--- config.mk ---
export PLATFORM = sky130hd
export DESIGN_NAME = rom_arbiter
export DESIGN_NICKNAME = d
export VERILOG_FILES = /design/src/rtl/rom_arb_pkg.sv /design/src/rtl/rom_arb_pick.sv /design/src/rtl/rom_arbiter.sv
export SDC_FILE = /design/constraint.sdc
export NUM_CORES = 1
export LEC_CHECK = 0
export CORE_MARGIN = 2
export CORE_UTILIZATION = 35
export DETAILED_ROUTE_END_ITERATION = 12
export PLACE_DENSITY = 0.77
export REMOVE_ABC_BUFFERS = 1
export SETUP_SLACK_MARGIN = 0.05
export SYNTH_ARGS = -nofsm -noshare
export SYNTH_HDL_FRONTEND = slang
export SYNTH_SLANG_ARGS = --single-unit
--- constraint.sdc ---
create_clock -name clk -period 1.43 [get_ports clk]
set_input_delay 0.143 -clock clk [delete_from_list [all_inputs] [get_ports clk]]
set_output_delay 0.143 -clock clk [all_outputs]
set_load 0.005 [all_outputs]
--- src/rtl/rom_arb_pkg.sv ---
// Shared types and constants for the two-requester ROM arbiter.
package rom_arb_pkg;

    typedef enum logic [1:0] {
        IDLE,
        READ,
        RESP
    } state_t;

    localparam int unsigned NUM_REQ    = 2;
    localparam int unsigned DEF_ADDR_W = 8;
    localparam int unsigned DEF_DATA_W = 8;

endpackage

--- src/rtl/rom_arb_pick.sv ---
// Combinational winner selection for the ROM arbiter.
// ROM_ARB_RR_EN selects round-robin on contention; otherwise requester 0 has fixed priority.
module rom_arb_pick
    import rom_arb_pkg::*;
(
    input  logic [NUM_REQ-1:0] req_i,
`ifdef ROM_ARB_RR_EN
    input  logic               last_i,
`endif
    output logic [NUM_REQ-1:0] pick_o
);

    always_comb begin
        pick_o = '0;
        if (req_i[0] && req_i[1]) begin
`ifdef ROM_ARB_RR_EN
            // last_i is the index of the previous winner; hand the grant to the other one.
            pick_o = last_i ? 2'b01 : 2'b10;
`else
            pick_o = 2'b01;
`endif
        end else begin
            pick_o = req_i;
        end
    end

endmodule

--- src/rtl/rom_arbiter.sv ---
// Two-requester arbiter sharing one fixed-latency ROM; one access in flight at a time.
// Define ROM_ARB_RR_EN for round-robin contention handling (default: fixed priority).
module rom_arbiter
    import rom_arb_pkg::*;
#(
    parameter int unsigned ADDR_W  = DEF_ADDR_W,
    parameter int unsigned DATA_W  = DEF_DATA_W,
    parameter int unsigned ROM_LAT = 1
) (
    input  logic               clk,
    input  logic               rst_n,
    input  logic [NUM_REQ-1:0] req,
    input  logic [ADDR_W-1:0]  addr_0,
    input  logic [ADDR_W-1:0]  addr_1,
    output logic [NUM_REQ-1:0] gnt,
    output logic [NUM_REQ-1:0] rvalid,
    output logic [DATA_W-1:0]  rdata,
    output logic               busy,
    output logic               rom_en,
    output logic [ADDR_W-1:0]  rom_addr,
    input  logic [DATA_W-1:0]  rom_dout
);

    localparam int unsigned CntW = $clog2(ROM_LAT + 2);

    state_t               state_q, state_d;
    logic [CntW-1:0]      cnt_q, cnt_d;
    logic [ADDR_W-1:0]    addr_q, addr_d;
    logic [NUM_REQ-1:0]   win_q, win_d;
    logic [DATA_W-1:0]    rdata_q, rdata_d;
    logic [NUM_REQ-1:0]   pick;
`ifdef ROM_ARB_RR_EN
    logic                 last_q, last_d;
`endif

    rom_arb_pick u_pick (
        .req_i  (req),
`ifdef ROM_ARB_RR_EN
        .last_i (last_q),
`endif
        .pick_o (pick)
    );

    always_comb begin
        state_d = state_q;
        cnt_d   = cnt_q;
        addr_d  = addr_q;
        win_d   = win_q;
        rdata_d = rdata_q;
`ifdef ROM_ARB_RR_EN
        last_d  = last_q;
`endif
        case (state_q)
            IDLE: begin
                if (|req) begin
                    state_d = READ;
                    cnt_d   = '0;
                    win_d   = pick;
                    addr_d  = pick[0] ? addr_0 : addr_1;
`ifdef ROM_ARB_RR_EN
                    last_d  = pick[1];
`endif
                end
            end
            READ: begin
                // ROM_LAT+1 cycles in READ: data is on rom_dout by the last one.
                if (cnt_q == CntW'(ROM_LAT)) begin
                    state_d = RESP;
                    cnt_d   = '0;
                    rdata_d = rom_dout;
                end else begin
                    cnt_d = cnt_q + CntW'(1);
                end
            end
            RESP:    state_d = IDLE;
            default: state_d = IDLE;
        endcase
    end

    always_ff @(posedge clk) begin
        if (!rst_n) begin
            state_q <= IDLE;
            cnt_q   <= '0;
            addr_q  <= '0;
            win_q   <= '0;
            rdata_q <= '0;
`ifdef ROM_ARB_RR_EN
            last_q  <= 1'b1;
`endif
        end else begin
            state_q <= state_d;
            cnt_q   <= cnt_d;
            addr_q  <= addr_d;
            win_q   <= win_d;
            rdata_q <= rdata_d;
`ifdef ROM_ARB_RR_EN
            last_q  <= last_d;
`endif
        end
    end

    assign busy     = (state_q != IDLE);
    assign rom_en   = (state_q == READ);
    assign rom_addr = rom_en ? addr_q : '0;
    assign gnt      = (state_q == READ && cnt_q == '0) ? win_q : '0;
    assign rvalid   = (state_q == RESP) ? win_q : '0;
    assign rdata    = rdata_q;

endmodule

==> parameters.txt <==
Parameter                              Value

Status
  Run status ... finished, violations left
  Violated checks ... DRC, setup timing

Clock tree
  Clock tree from TritonCTS ... yes
  Count of hold buffers inserted by post-cts repair ... 0
  Clock latency of the later-clocked register in the worst-skew pair ... ~0.31 ns
  Sinks on Clock Net ... 22
  Root buffer selected by CTS ... sky130_fd_sc_hd__clkbuf_4
  CTS clk-pin slew, worst paths ... 0.12 ns
  Maximum buffer depth of the clock tree ... 2
  CTS HTree Levels ... 1
  CTS Buf Count ... 3

Floorplan
  Number of core rows ... 19
  Floorplan Core Area ... 2810 µm²
  Die Area ... between 3000 and 4000 µm²
  Effective utilization at floorplan ... 0.375
  Overall die width ... 58.8 µm
  Die Ht ... 58.8 µm
  Io pins ... 50

Placement
  Last weighted congestion value of the routability-driven placer ... 0.710
  DP HPWL ... 2040 µm
  Number of port buffers ... approximately 50

Power
  Cell internal power dissipation ... 1.05 mW
  Max rail drop VDD ... 0.757 mV
  Sequential Power Share ... 0.485
  Switching power summed over all nets ... about 0.36 mW
  Clock network fraction of total power ... 0.239
  Static power due to leakage ... 0.773 nW
  Share of power burned in combinational logic ... 0.276
  Switching portion of total power ... 0.255
  Sum of internal, switching and leakage power ... 1.41 mW
  Cell Pwr Density ... 837 nW/µm²

Layout
  Area growth from synthesis to layout ... 60.7%
  Commonest cells after routing, fill and taps aside ... 35 x sky130_fd_sc_hd__clkdlybuf4s50_1, 19 x sky130_fd_sc_hd__dfxtp_1, 15 x sky130_fd_sc_hd__mux2i_1
  Diode insertion count for antenna repair ... 0
  Net count, final ... between 150 and 200
  Most frequent standard cell in the layout excluding fill and tap cells ... sky130_fd_sc_hd__clkdlybuf4s50_1
  Fraction of final layout cells with drive strength greater than 1 ... 0.297

Critical path
  Kind of critical path ... reg2out
  CP startpoint kind ... flip-flop
  Worst Path Required ... 1.29 ns
  Arrival time worst endpoint ... 1.30 ns
  Kind of capture point of the worst setup path ... primary output
  Top fanout value on the critical path ... 3

Synth
  Library cells used by synthesis ... 24
  Instance count of the mapped netlist ... 103
  Yosys warning count ... 0
  Post-Syn Area per Cell ... just over 10 µm²
  Cell area after technology mapping ... approximately 1100 µm²
  Proportion of synthesized chip area in sequential cells ... 0.419
  Synthesis-stage register bit count ... 22

Global routing
  First-pass GRT wire length ... ~4300 µm
  GRT Overall Usage ... 0.163
  Initial antenna violation count ... 0
  Largest net degree at the start of global routing ... 14
  Total congestion overflow ... 0
  Number of global-route vias before repair ... just over 900

Timing
  Number of endpoints failing setup at the final stage ... 2
  Hold Vio Cnt, Final ... 0
  Final worst-path setup slack ... -0.00998 ns
  Least-Margin Pin Slew ... 0.354 ns
  Total count of max-transition violations in the final report ... 0
  Period Utilization, post-route ... 1.01
  Fmax ... 0.694 GHz
  Setup repair after global routing missed its margin ... yes
  Layout Skew ... 0.00872 ns
  Worst slew margin relative to its limit ... 0.763
  Final total negative setup slack ... -0.0111 ns
  Shortest period the worst path allows ... 1.44 ns

Drt
  Post-detailed-route wirelength per cell ... 13.8 µm
  Antenna viol nets, final ... 0
  DR pass1 iterations ... 10
  Final wirelength ... 2700 µm
  Vias ... between 900 and 1000
  Vias per cell ... around 5
  Violation count after the first detailed-route iteration ... 25
  Drc violations ... 1

Min path
  Worst hold path type ... in2reg

Job
  Count of maximum capacitance violations ... 0
-- cell usage after synthesis (all sizes together) --
cell type  instances  area share
dfxtp             22        0.42
mux2i             16        0.15
and2              10       0.062
nand3              8       0.038
nor2b              8       0.048
o211a              8       0.076
buf                5       0.042
and3b              3       0.025
clkbuf             3       0.011
inv                3       0.011
o21a               3       0.021
a211oi             2       0.019
nand2              2      0.0071
nor2               2      0.0071
nor4b              2       0.017
a21bo              1      0.0095
a21boi             1      0.0071
a21oi              1      0.0048
and4bb             1       0.012
nand2b             1      0.0060
or2                1      0.0060
-- final cells by class --
class | count | area, µm²
fillers | 264 | 1120
inverters | 3 | 13.8
well taps | 31 | 38.8
multi-input cells | 70 | 591
clock buffers | 4 | 36.3
repair buffers | 65 | 558
flip-flops and latches | 22 | 444
repair inverters | 1 | 7.51
-- critical path: stages, from the launching register on --
cell and delay (ns):
sky130_fd_sc_hd__dfxtp_2 0.36, sky130_fd_sc_hd__buf_6 0.10, sky130_fd_sc_hd__nand2b_4 0.07, sky130_fd_sc_hd__buf_6 0.13, sky130_fd_sc_hd__nor4b_2 0.20, sky130_fd_sc_hd__buf_2 0.15
-- kinds of logic after synthesis --
| logic type | count (synthesis) | synth area share |
|---|---|---|
| buf+inv | 11 | 0.0631 |
| compound gates | 16 | 0.138 |
| simple gates | 38 | 0.227 |
| flops | 22 | 0.419 |
| mux | 16 | 0.152 |
-- routing by layer --
layer / part of all wire / up-vias / track usage / wire, µm
met2: 0.54 / 23 / 0.290 / 1460
met3: 0.042 / 2 / 0.0462 / 114
li1: - / 485 / - / -
met4: 0.010 / 0 / 0.0390 / 27
met5: 0 / - / 0 / 0
met1: 0.41 / 454 / 0.191 / 1100
-- power by group through the flow --
| stage | Clock (mW) | Sequential [mW] | Combinational (mW) |
|---|---|---|---|
| 3_3_place_gp | 0 | 0.694 | 0.348 |
| 3_5_place_dp | 0 | 0.696 | 0.356 |
| 2_1_floorplan | 0 | 0.692 | 0.145 |
| 6_report | 0.338 | 0.686 | 0.390 |
| 4_1_cts | 0.354 | 0.685 | 0.375 |
| 5_1_grt | 0.378 | 0.692 | 0.425 |
-- flip-flops by register name, summed over array words and instances (netlist names) --
| name | count |
|---|---|
| addr_q | 8 |
| rdata | 8 |
| cnt_q | 2 |
| state_q | 2 |
| win_q | 2 |
-- path summary, 6_finish.rpt --
kind,from,to,slack (ns),cells after the start
worst max-delay path,state_q[0],gnt[0],-0.01,5
worst min-delay path,rom_dout[7],rdata[7],0.44,3
worst max register to register,state_q[0],rdata[5],0.09,5
worst min register to register,addr_q[4],addr_q[4],0.51,1
-- metrics by stage --
step | instances | worst slack, ns | hold slack [ns] | utilization | instance area (µm²)
2_1_floorplan | 95 | 0.157 | 0.260 | - | 996
3_3_place_gp | 186 | -0.0549 | 0.474 | 0.573 | 1610
3_5_place_dp | 186 | -0.0846 | 0.480 | 0.573 | 1610
4_1_cts | 194 | -0.0448 | 0.436 | 0.592 | 1660
5_1_grt | 196 | -0.0948 | 0.451 | 0.602 | 1690
6_report | 196 | -0.00998 | 0.437 | 0.602 | 1690
-- repair_timing --
action | 4_1_cts | 5_1_grt
gates resized for setup | 58 | 14
pin swaps | 3 | 1
setup endpoints to repair | 14 | 24
buffers inserted | 3 | 2
cloned | 1 | 0
Note: power is estimated with default switching activity, not from simulation.
